`config.mk`:
```
export PLATFORM = sky130hd
export DESIGN_NAME = i2c_apb_cfg_sequencer
export DESIGN_NICKNAME = d
export VERILOG_FILES = /design/src/rtl/i2c_apb_cfg_sequencer.sv
export SDC_FILE = /design/constraint.sdc
export NUM_CORES = 1
export LEC_CHECK = 0
export BUFFER_PORTS_ARGS = -buffer_cell sky130_fd_sc_hd__clkbuf_2
export CAP_MARGIN = 20
export CORE_ASPECT_RATIO = 0.7
export CORE_UTILIZATION = 47
export CTS_CLUSTER_DIAMETER = 100
export CTS_CLUSTER_SIZE = 25
export DETAILED_ROUTE_END_ITERATION = 7
export GPL_ROUTABILITY_DRIVEN = 0
export PLACE_DENSITY = 0.87
export SLEW_MARGIN = 20
export SYNTH_ARGS = -nofsm -noshare
export SYNTH_HDL_FRONTEND = slang
export SYNTH_SLANG_ARGS = --single-unit
```
`constraint.sdc`:
```
create_clock -name PCLK -period 2.26 [get_ports PCLK]
set_input_delay 0.113 -clock PCLK [delete_from_list [all_inputs] [get_ports PCLK]]
set_output_delay 0.113 -clock PCLK [all_outputs]
set_load 0.02 [all_outputs]
```
`src/rtl/i2c_apb_cfg_sequencer.sv`:
```
// APB master that programs the I2C APB slave (TIMEOUT, CONFIG) and then
// streams a burst of TX words, throttled by INT_TX, aborting on PSLVERR or PREADY watchdog.
module i2c_apb_cfg_sequencer #(
   parameter int unsigned LEN_W    = 8,
   parameter int unsigned WDOG_W   = 8,
   parameter int unsigned WDOG_MAX = 200
) (
   input  logic              PCLK,
   input  logic              PRESET,
   input  logic              start,
   input  logic [13:0]       cfg_value,
   input  logic [13:0]       tmo_value,
   input  logic [LEN_W-1:0]  word_count,
   input  logic [31:0]       data_in,
   input  logic              data_valid,
   output logic              data_ready,
   output logic              PSELx,
   output logic              PENABLE,
   output logic              PWRITE,
   output logic [15:0]       PADDR,
   output logic [31:0]       PWDATA,
   input  logic              PREADY,
   input  logic              PSLVERR,
   input  logic              INT_TX,
   output logic              busy,
   output logic              done,
   output logic              err,
   output logic [1:0]        err_code
);

   localparam int unsigned ADDR_W = 16;
   localparam int unsigned DATA_W = 32;
   localparam int unsigned REG_W  = 14;

   localparam logic [ADDR_W-1:0] ADDR_TX  = 16'h0000;
   localparam logic [ADDR_W-1:0] ADDR_CFG = 16'h0004;
   localparam logic [ADDR_W-1:0] ADDR_TMO = 16'h0008;

   localparam logic [1:0] ERR_NONE = 2'd0;
   localparam logic [1:0] ERR_SLV  = 2'd1;
   localparam logic [1:0] ERR_WDOG = 2'd2;

   typedef enum logic [2:0] {
      S_IDLE, S_SETUP, S_ACCESS, S_WAIT_DATA, S_DONE, S_ERR
   } state_t;

   typedef enum logic [1:0] {
      STEP_TMO, STEP_CFG, STEP_DATA
   } step_t;

   state_t              state, state_n;
   step_t               step, step_n;
   logic [REG_W-1:0]    cfg_q, cfg_n;
   logic [REG_W-1:0]    tmo_q, tmo_n;
   logic [LEN_W-1:0]    cnt_q, cnt_n;
   logic [WDOG_W-1:0]   wdog_q, wdog_n;
   logic [DATA_W-1:0]   word_q, word_n;

   logic                psel_n, penable_n, pwrite_n;
   logic [ADDR_W-1:0]   paddr_n;
   logic [DATA_W-1:0]   pwdata_n;
   logic                data_ready_n, busy_n, done_n, err_n;
   logic [1:0]          err_code_n;

   // State, datapath and registered outputs
   always_ff @(posedge PCLK) begin
      if (PRESET) begin
         state      <= S_IDLE;
         step       <= STEP_TMO;
         cfg_q      <= '0;
         tmo_q      <= '0;
         cnt_q      <= '0;
         wdog_q     <= '0;
         word_q     <= '0;
         PSELx      <= 1'b0;
         PENABLE    <= 1'b0;
         PWRITE     <= 1'b0;
         PADDR      <= '0;
         PWDATA     <= '0;
         data_ready <= 1'b0;
         busy       <= 1'b0;
         done       <= 1'b0;
         err        <= 1'b0;
         err_code   <= ERR_NONE;
      end else begin
         state      <= state_n;
         step       <= step_n;
         cfg_q      <= cfg_n;
         tmo_q      <= tmo_n;
         cnt_q      <= cnt_n;
         wdog_q     <= wdog_n;
         word_q     <= word_n;
         PSELx      <= psel_n;
         PENABLE    <= penable_n;
         PWRITE     <= pwrite_n;
         PADDR      <= paddr_n;
         PWDATA     <= pwdata_n;
         data_ready <= data_ready_n;
         busy       <= busy_n;
         done       <= done_n;
         err        <= err_n;
         err_code   <= err_code_n;
      end
   end

   // Next state; outputs are decoded from the next state so they register in step with it
   always_comb begin
      state_n      = state;
      step_n       = step;
      cfg_n        = cfg_q;
      tmo_n        = tmo_q;
      cnt_n        = cnt_q;
      wdog_n       = wdog_q;
      word_n       = word_q;
      err_code_n   = err_code;
      data_ready_n = 1'b0;

      case (state)
         S_IDLE: begin
            if (start) begin
               cfg_n      = cfg_value;
               tmo_n      = tmo_value;
               cnt_n      = word_count;
               err_code_n = ERR_NONE;
               step_n     = STEP_TMO;
               wdog_n     = '0;
               state_n    = S_SETUP;
            end
         end
         S_SETUP: state_n = S_ACCESS;
         S_ACCESS: begin
            if (PREADY) begin
               if (PSLVERR) begin
                  err_code_n = ERR_SLV;
                  state_n    = S_ERR;
               end else begin
                  case (step)
                     STEP_TMO: begin
                        step_n  = STEP_CFG;
                        wdog_n  = '0;
                        state_n = S_SETUP;
                     end
                     STEP_CFG: state_n = (cnt_q == '0) ? S_DONE : S_WAIT_DATA;
                     STEP_DATA: begin
                        cnt_n   = cnt_q - LEN_W'(1);
                        state_n = (cnt_q == LEN_W'(1)) ? S_DONE : S_WAIT_DATA;
                     end
                     default: state_n = S_IDLE;
                  endcase
               end
            end else if (wdog_q == WDOG_W'(WDOG_MAX)) begin
               err_code_n = ERR_WDOG;
               state_n    = S_ERR;
            end else begin
               wdog_n = wdog_q + WDOG_W'(1);
            end
         end
         S_WAIT_DATA: begin
            if (data_valid && INT_TX) begin
               data_ready_n = 1'b1;
               word_n       = data_in;
               step_n       = STEP_DATA;
               wdog_n       = '0;
               state_n      = S_SETUP;
            end
         end
         S_DONE:  state_n = S_IDLE;
         S_ERR:   state_n = S_IDLE;
         default: state_n = S_IDLE;
      endcase

      psel_n    = (state_n == S_SETUP) || (state_n == S_ACCESS);
      penable_n = (state_n == S_ACCESS);
      pwrite_n  = psel_n;
      busy_n    = (state_n != S_IDLE);
      done_n    = (state_n == S_DONE);
      err_n     = (state_n == S_ERR);
      paddr_n   = PADDR;
      pwdata_n  = PWDATA;

      // Address/data are loaded only on SETUP entry and held through ACCESS
      if (state_n == S_SETUP) begin
         case (step_n)
            STEP_TMO: begin
               paddr_n  = ADDR_TMO;
               pwdata_n = DATA_W'(tmo_n);
            end
            STEP_CFG: begin
               paddr_n  = ADDR_CFG;
               pwdata_n = DATA_W'(cfg_n);
            end
            default: begin
               paddr_n  = ADDR_TX;
               pwdata_n = word_n;
            end
         endcase
      end
   end

endmodule

```
==> metrics, run 1 <==
cell count after synthesis ~550; Clock Path Buffers 2; Avg WL per Cell approximately 17 um; crit-path max FO 16; placed inst area between 5000 and 6000 um2; PwrDens 724.4 nW/um2; Final WS setup -102.5 ps; combinational power share roughly 22%; GRT Overall Usage between 20% and 30%; # nets final a little under 800; met3 GRT Util under 10%; Sink Count between 100 and 150; worst r2r src state[1]; Slew Viols, Final 0; initial antenna violation count 0; vias per cell around 5.6; Clock power frac approximately a third; clock latency on the worst-skew pair between 300 and 400 ps; met1 usage in global routing roughly a third; failing checks setup timing; die height slightly below 90 um; Seq/Total Area, Yosys a little over two fifths; Tcrit/Tclk final 104.5%; CP endpoint kind register; r2r setup slk -100 ps; Primary FF master, synth dfxtp_1; Top-Level Pins roughly 130; post-route setup TNS -1759 ps; Initial Util 49.20%; startpoint types register; slew margin rel. a little under three fifths; Setup CP Type register to register; final wirelength 14070 um; Max-Cap Viols 0; # H-tree levels 3; via count 4606; Core Area approximately 9800 um2; Hold Path End PWDATA[18]; Worst Skew 8.414 ps; met2 global-route usage around two fifths; endpoints failing setup 34; HPWL after detailed placement 9731 um; status complete, but fails checks; Antenna diodes 0; Critical Path RT roughly 2500 ps; Reg2Reg Depth 8; Hold Vio Cnt, Final 0; Detailed Route Iter0 Violations approximately 420; die area about 11000 um2; Std-Cell Rows 30; FMAX 0.4233 GHz; worst vdd ir approximately 0.41 mV; leakage power ~2.7 nW; worst hold stages 3; first-pass GRT wire length approximately 21000 um; hold_sp data_in[18]; Post-Syn Area just under 5000 um2; Yosys cell types 55; RSZ-0062 raised after global routing yes; Fillers 770; DRC 0; type of the worst min-delay path primary input to register; sequential power share between 40% and 50%; number of global-route vias before repair ~4200; WP data arrival ~2600 ps; asr flop ratio synth 0%; GRT overflow 0; first drt pass iteration count 5; largest net degree at the start of global routing 48; I/O Buffers 117; Final Critical Period between 2000 and 2500 ps; Area Growth Syn to Fin 29.43%; internal power 3.194 mW; die span in x roughly 120 um; final instance area 6262 um2; reg2reg end PWDATA[0]; EDFF count, synth 0; layout cell share with drive strength beyond 1 slightly below 30%; CTS Buf Count 9; Yosys reg bits ~110; Yosys warning count 0; sw power approximately 1.3 mW; Reg clk slew, reported paths ~70 ps; gr busiest metal met2; CTS tree done; DRT antenna net count 0; Mean Syn Cell Area just under 9 um2; Root Driver clkbuf_16; Sw Share 29.59%; Least-Margin Pin Slew between 600 and 700 ps
## cells by family (layout without fill, tap and decap cells)
group	after synthesis	count (layout)	synth area share (%)
buffers and inverters	68	198	7.422
AOI/OAI and AO/OA	147	147	19.45
muxes	42	42	8.689
adders and majority gates	5	5	1.293
and+or+nand+nor	176	176	17.95
DFF	106	106	43.86
other	1	14	0.07751
xor gates and xnor gates	7	7	1.267
## worst max path at each step
| stage | startpoint | endpoint | slack (ps) | cells after the start |
|---|---|---|---|---|
| finish | state[1] | PWDATA[0] | -100 | 8 |
| global placement | cnt_q[3] | PWDATA[25] | 50 | 7 |
| CTS | wdog_q[1] | PWDATA[26] | -2 | 9 |
| floorplan | wdog_q[0] | PWDATA[12] | 40 | 9 |
| detailed placement | wdog_q[1] | PWDATA[28] | -100 | 9 |
| global route | wdog_q[1] | PWDATA[24] | -180 | 9 |
## cells in the mapped netlist, types with 6 or more instances
cell type    n  area [um2]
mux2i_1     42       420.4
a21oi_1     44       220.2
nand2_1     27       101.4
dfxtp_1    106        2122
nor2_1      77       289.0
nand4_1      6       37.54
nand2b_1     6       37.54
a211oi_1    18       135.1
and3_1      16       100.1
clkbuf_1    24       90.09
o21ai_0     34       170.2
o211ai_1    15       112.6
inv_1        9       33.78
buf_2       14       70.07
nor3_1      15       75.07
buf_4       17       127.6
## registers in the layout (all words and copies together) (netlist names)
signal      flops
PWRITE          1
word_q         15
PENABLE         1
busy            1
wdog_q          8
cnt_q           8
err             1
step            2
data_ready      1
PWDATA         32
err_code        2
state           3
PADDR           2
tmo_q          14
cfg_q          14
done            1
## cell usage in the layout, fill, tap and decap left out, types with 6 or more instances in the layout
master	instances
clkbuf_2	116
dfxtp_1	105
nor2_1	77
a21oi_1	44
mux2i_1	42
buf_4	33
nand2_1	27
o21ai_1	16
o21ai_0	16
and3_1	16
dlygate4sd3_1	16
o211ai_1	15
nor3_1	15
conb_1	14
a211oi_1	13
inv_1	9
clkbuf_16	9
nand2b_1	6
nand4_1	6
## power by group through the flow
stage | clock (mW) | sequential, mW | combinational (mW)
after floorplan | 0 | 2.09 | 0.571
after CTS | 1.51 | 2.02 | 0.944
after detailed placement | 0 | 2.06 | 0.910
final | 1.50 | 2.02 | 1.02
after global placement | 0 | 2.05 | 0.876
after global routing | 1.59 | 2.03 | 1.09
## timing repair
action	in CTS	in global routing
hold buffers	15	1
endpoints found under the hold margin	15	1
buffers inserted	0	4
endpoints found under the setup margin	34	48
resized for setup	6	41
pin swaps	1	3
## stage by stage
stage | power (mW) | utilization, % | setup WS, ps | instances | hold slack [ps]
after global routing | 4.714 | 63.68 | -180.5 | 823 | 11.06
after floorplan | 2.660 | - | 38.85 | 565 | 238.6
after detailed placement | 2.970 | 57.44 | -103.9 | 787 | 331.4
after CTS | 4.472 | 62.00 | -1.819 | 818 | 0.4223
final | 4.537 | 63.68 | -102.5 | 823 | 10.11
after global placement | 2.929 | 57.44 | 48.52 | 787 | 326.4
## metal layers
layer | vias to the layer above | part of all wire (%)
met4 | 0 | 1.6
met2 | 227 | 45
met3 | 29 | 9.3
met5 | - | 0
met1 | 2151 | 44
li1 | 2199 | -
## worst max-delay path: stages (launching register included)
cell and delay (ps):
dfxtp_1 470, buf_4 200, nor3b_1 540, o211ai_1 270, buf_4 210, nor4b_4 140, buf_12 160, o211ai_1 140
a21oi_1 110
## layout make-up
type,instances,area (um2),share of cell area [%]
clock buffer,12,256.5,4.096
clock inverter,4,23.77,0.3796
inverter,9,33.78,0.5395
multi-input combinational,391,2546,40.66
sequential,106,2126,33.95
tap,128,160.2,2.557
timing repair buffer,173,1116,17.82
Power figures use the tool's default switching activity.
==> run 2, diff against run 1 <==
- MAX_ROUTING_LAYER: default -> met4
==> run 2 against run 1 <==
  * The flow still finishes with violations (setup timing)
  * Sequential share of layout area fell by 0.59 points
  * Setup slack improved by 71 ps
  * Utilization rose by 1.3 points
  * Clock power barely moved
==> metrics, run 2 (synthesized netlist as in run 1, its figures left out) <==
status complete, but fails checks (unchanged); failing checks setup timing (unchanged); Clock Path Buffers 2 (unchanged); PwrDens 718.5 nW/um2 (was 724.4 nW/um2); worst hold stages 3 (unchanged); CTS tree done (unchanged); Std-Cell Rows 30 (unchanged); Slew Viols, Final 0 (unchanged); DRC 0 (unchanged); Max-Cap Viols 0 (unchanged); I/O Buffers 117 (unchanged); GRT Overall Usage 25.98% (was 25.17%); Reg2Reg Depth 9 (was 8); CTS Buf Count 9 (unchanged); sw power 1.375 mW (was 1.342 mW); die area 10710 um2 (unchanged); internal power 3.215 mW (was 3.194 mW); Tcrit/Tclk final 101.4% (was 104.5%); GRT overflow 0 (unchanged); Top-Level Pins 132 (unchanged); clock latency on the worst-skew pair 350 ps (was 360 ps); placed inst area 5649 um2 (unchanged); layout cell share with drive strength beyond 1 32.71% (was 29.35%); Clock power frac 32.5% (was 33.0%); die height 86.89 um (unchanged); r2r setup slk -30 ps (was -100 ps); Sink Count 106 (unchanged); largest net degree at the start of global routing 48 (unchanged); initial antenna violation count 0 (unchanged); CP endpoint kind register (unchanged); first drt pass iteration count 5 (unchanged); vias per cell 5.668 (was 5.597); Least-Margin Pin Slew 617.4 ps (was 635.9 ps); final instance area 6389 um2 (was 6262 um2); # H-tree levels 3 (unchanged); type of the worst min-delay path primary input to register (unchanged); Detailed Route Iter0 Violations 355 (was 423); HPWL after detailed placement 9731 um (unchanged); endpoints failing setup 5 (was 34); # nets final 769 (was 770); Avg WL per Cell 17.14 um (was 17.10 um); FMAX 0.4363 GHz (was 0.4233 GHz); crit-path max FO 15 (was 16); Setup CP Type register to register (unchanged); WP data arrival 2500 ps (was 2600 ps); sequential power share 44.3% (was 44.6%); Sw Share 29.96% (was 29.59%); leakage power 2.669 nW (was 2.652 nW); Final WS setup -31.84 ps (was -102.5 ps); via count 4659 (was 4606); Reg clk slew, reported paths 60 ps (was 70 ps); highest-count cells in the layout ignoring fill and taps clkbuf_2 (116), dfxtp_1 (101), nor2_1 (77) (was clkbuf_2 (116), dfxtp_1 (105), nor2_1 (77)); pre-CTS setup slack -103.9 ps (unchanged); startpoint types register (unchanged); commonest non-fill, non-tap cell in the layout clkbuf_2 (unchanged); Power, Total 4.590 mW (was 4.537 mW); Antenna diodes 0 (unchanged); DRT antenna net count 0 (unchanged); Root Driver clkbuf_16 (unchanged); final wirelength 14090 um (was 14070 um); Core Area 9834 um2 (unchanged); Area Growth Syn to Fin 32.04% (was 29.43%); Critical Path RT 2470 ps (was 2500 ps); Initial Util 49.20% (unchanged); first-pass GRT wire length 20560 um (was 20570 um); Largest Register PWDATA (unchanged); die span in x 123.3 um (unchanged); top flop regs PWDATA: 32 flops, word_q: 15 flops (unchanged); number of global-route vias before repair 4179 (was 4171); max reg flops 32 (unchanged); Final Critical Period 2292 ps (was 2362 ps); Hold Vio Cnt, Final 0 (unchanged); RSZ-0062 raised after global routing yes (unchanged); Worst Skew 10.55 ps (was 8.414 ps); slew margin rel. 58.65% (was 57.51%); combinational power share 23.3% (was 22.4%); worst vdd ir 0.4065 mV (was 0.4142 mV)
## run 2: changes by cell type in the layout (fill, tap and decap cells not counted), sizes merged
| cell | before | now |
|---|---|---|
| buf | 41 | 39 |
| clkbuf | 128 | 129 |
## run 2: critical path, cell delays in order (launching register included)
cell,delay [ps]
dfxtp_2,330
inv_2,70
ha_4,120
nand4b_1,200
nor4_4,240
o32ai_2,130
or4b_4,640
buf_8,190
o21ai_0,160
a21oi_1,80
## run 2: timing repair
item / CTS / global route
setup buffers: 0 / 2
endpoints found under the setup margin: 34 / 48
cloned: 0 / 1
pin swaps: 1 / 27
gates resized for setup: 6 / 78
endpoints found under the hold margin: 15 / 1
hold buffers: 15 / 1
## run 2: power by group through the flow
| stage | combinational [mW] | sequential (mW) | clock, mW |
|---|---|---|---|
| 3_3_place_gp | 0.876 | 2.05 | 0 |
| 6_report | 1.07 | 2.03 | 1.49 |
| 5_1_grt | 1.14 | 2.04 | 1.59 |
| 4_1_cts | 0.944 | 2.02 | 1.51 |
| 3_5_place_dp | 0.910 | 2.06 | 0 |
| 2_1_floorplan | 0.571 | 2.09 | 0 |
## run 2: routing by layer
layer	part of all wire, %	vias to the layer above	track usage [%]
met5	0	-	-
met4	1.9	0	7.448
met3	8.9	35	7.461
met2	46	245	39.11
met1	43	2180	33.89
li1	-	2199	-
## run 2: metrics by stage
stage	setup TNS [ps]	hold WS, ps	instances	util (%)
after CTS	-1.819	0.4223	818	62.00
after detailed placement	-1216	331.4	787	57.44
after global routing	-2182	9.611	822	64.96
final	-86.06	12.78	822	64.96
after floorplan	0	238.6	565	-
after global placement	0	326.4	787	57.44
## run 2: layout make-up
type / count / area (um2)
clock inverter: 4 / 23.77
tap: 128 / 160.2
fill: 752 / 3446
sequential: 106 / 2131
multi-input combinational: 391 / 2654
inverter: 9 / 33.78
timing repair buffer: 172 / 1130
clock buffer: 12 / 256.5
## run 2: path summary, 6_finish.rpt
| path | startpoint | to |
|---|---|---|
| setup / recovery | wdog_q[1] | PWDATA[16] |
| hold / removal | data_in[18] | PWDATA[18] |
| setup reg to reg | wdog_q[1] | PWDATA[16] |
| hold reg to reg | PWDATA[12] | PWDATA[12] |
==> run 3, diff against run 2 <==
- HOLD_SLACK_MARGIN: default -> 0.1
==> run 3 against run 2 <==
  * The flow still finishes with violations (setup timing)
  * Global-route usage up 3.2 points
  * Sequential cell count unchanged
  * Critical endpoint is now PWDATA[5]
  * Critical path type unchanged
  * Setup slack worse by 64 ps
  * Combinational power up 11%
  * Clock skew down 2.3 ps
  * Maximum frequency down 2.7%
  * Via count up 10%
==> metrics, run 3 (synthesized netlist as in run 1, its figures left out) <==
CP endpoint kind register (unchanged); Max-Cap Viols 0 (unchanged); CTS Buf Count 9 (unchanged); Post-Layout Cell Count 872 (was 822); Critical Path Stages 9 (unchanged); final wirelength 16390 um (was 14090 um); commonest non-fill, non-tap cell in the layout clkbuf_2 (unchanged); Final Critical Period 2356 ps (was 2292 ps); Sink Count 106 (unchanged); slew margin rel. 57.67% (was 58.65%); Hold Vio Cnt, Final 0 (unchanged); failing checks setup timing (unchanged); Reg clk slew, reported paths 70 ps (was 60 ps); endpoints failing setup 17 (was 5); status complete, but fails checks (unchanged); startpoint types register (unchanged); via count 5124 (was 4659); HPWL after detailed placement 9731 um (unchanged); cell breakdown of the critical path inv_2, ha_4, nand4b_1, nor4_4, o32ai_2, or4b_4, buf_12, o21ai_0, a21oi_1 (was inv_2, ha_4, nand4b_1, nor4_4, o32ai_2, or4b_4, buf_8, o21ai_0, a21oi_1); crit path buf inv count 2 (unchanged); Avg WL per Cell 18.79 um (was 17.14 um); pre-CTS setup slack -103.9 ps (unchanged); multi-input logic area 2665 um2 (was 2654 um2); Largest Register PWDATA (unchanged); crit-path max FO 8 (was 15); vias per cell 5.876 (was 5.668); largest net degree at the start of global routing 48 (unchanged); WP data arrival 2580 ps (was 2500 ps); Area Growth Syn to Fin 42.69% (was 32.04%); Fillers 675 (was 752); highest-count cells in the layout ignoring fill and taps clkbuf_2 (116), dfxtp_1 (101), nor2_1 (77) (unchanged); Std-Cell Rows 30 (unchanged); first-pass GRT wire length 22950 um (was 20560 um); Antenna diodes 0 (unchanged); GRT Overall Usage 29.14% (was 25.98%); Critical Path RT 2490 ps (was 2470 ps); DRC 0 (unchanged); type of the worst min-delay path primary input to register (unchanged); Reg2Reg Depth 9 (unchanged); die height 86.89 um (unchanged); slowest CP cell or4b_4 (unchanged); first drt pass iteration count 6 (was 5); Detailed Route Iter0 Violations 523 (was 355); # nets final 819 (was 769); critical path's top delay family simple AND/OR/NAND/NOR gates (unchanged); PwrDens 687.0 nW/um2 (was 718.5 nW/um2); die area 10710 um2 (unchanged); worst hold stages 3 (unchanged); leakage power 2.886 nW (was 2.669 nW); # H-tree levels 3 (unchanged); Clock Path Buffers 2 (unchanged); Core Area 9834 um2 (unchanged); worst vdd ir 0.4297 mV (was 0.4065 mV); RSZ-0062 raised after global routing yes (unchanged); layout cell share with drive strength beyond 1 31.99% (was 32.71%); GRT overflow 0 (unchanged); Slew Viols, Final 0 (unchanged); FMAX 0.4244 GHz (was 0.4363 GHz); die span in x 123.3 um (unchanged); Cells after DPL 787 (unchanged); Final WS setup -96.27 ps (was -31.84 ps); I/O Buffers 117 (unchanged); Tcrit/Tclk final 104.3% (was 101.4%); initial antenna violation count 0 (unchanged); Initial Util 49.20% (unchanged); Worst Skew 8.269 ps (was 10.55 ps); DRT antenna net count 0 (unchanged); max reg flops 32 (unchanged); Setup CP Type register to register (unchanged); CP peak stage delay 660 ps (was 640 ps); number of global-route vias before repair 4690 (was 4179); Top-Level Pins 132 (unchanged); top flop regs PWDATA: 32 flops, word_q: 15 flops (unchanged); Least-Margin Pin Slew 632.0 ps (was 617.4 ps); Root Driver clkbuf_16 (unchanged); clock latency on the worst-skew pair 360 ps (was 350 ps); register area 2131 um2 (unchanged); CTS tree done (unchanged)
## run 3: cell types whose count changed in the layout (fill, tap and decap cells not counted), sizes merged
cell         before  now
clkbuf          129  130
buf              39   41
nor2             78   79
dlygate4sd3      16   62
## run 3: per-layer routing
metal  track usage, %  vias to the layer above  part of all wire [%]
met1            35.77                     2407                    40
met2            45.35                      354                    47
li1                 -                     2301                     -
met3            8.835                       62                    10
met5                -                        -                     0
met4            10.41                        0                   2.8
## run 3: final cells by class
cell class | count | share of cell area [%]
tap | 128 | 2.320
inverter | 9 | 0.4893
multi-input combinational | 392 | 38.60
timing repair buffer | 221 | 23.67
sequential | 106 | 30.86
clock buffer | 12 | 3.715
clock inverter | 4 | 0.3443
## run 3: final timing paths
check / start / to / slack (ps)
worst max-delay path: wdog_q[1] / PWDATA[5] / -100
worst min-delay path: data_in[8] / word_q[8] / 110
worst max register to register: wdog_q[1] / PWDATA[5] / -100
worst min register to register: PWDATA[28] / PWDATA[28] / 460
## run 3: worst register-to-register path: cells and delay by family (launching register included)
family,cells,cell delay [ps]
buffers and inverters,2,250
adders and majority gates,1,120
DFF,1,330
AOI/OAI and AO/OA,3,470
and+or+nand+nor,3,1050
## run 3: power by group
group	total [mW]	switching [mW]	internal, mW	leakage (nW)
logic	1.19	0.679	0.513	1.88
registers	2.03	0.0616	1.97	0.865
clock network	1.52	0.713	0.807	0.143
## run 3: stage by stage
| step | hold slack (ps) | TNS [ps] | util (%) | total power [mW] | instance area [um2] |
|---|---|---|---|---|---|
| floorplan | 238.6 | 0 | - | 2.660 | 4887 |
| global placement | 326.4 | 0 | 57.44 | 2.929 | 5649 |
| detailed placement | 331.4 | -1216 | 57.44 | 2.970 | 5649 |
| CTS | 106.7 | -1.819 | 66.78 | 4.535 | 6568 |
| global route | 117.8 | -3449 | 70.20 | 4.900 | 6904 |
| finish | 109.0 | -466.4 | 70.20 | 4.743 | 6904 |
## run 3: timing repair
| action | 4_1_cts | 5_1_grt |
|---|---|---|
| hold endpoints to repair | 61 | 0 |
| gates resized for setup | 6 | 79 |
| gates cloned | 0 | 3 |
| endpoints found under the setup margin | 34 | 49 |
| hold buffers | 62 | 0 |
| setup buffers | 0 | 4 |
| pin swaps | 1 | 41 |
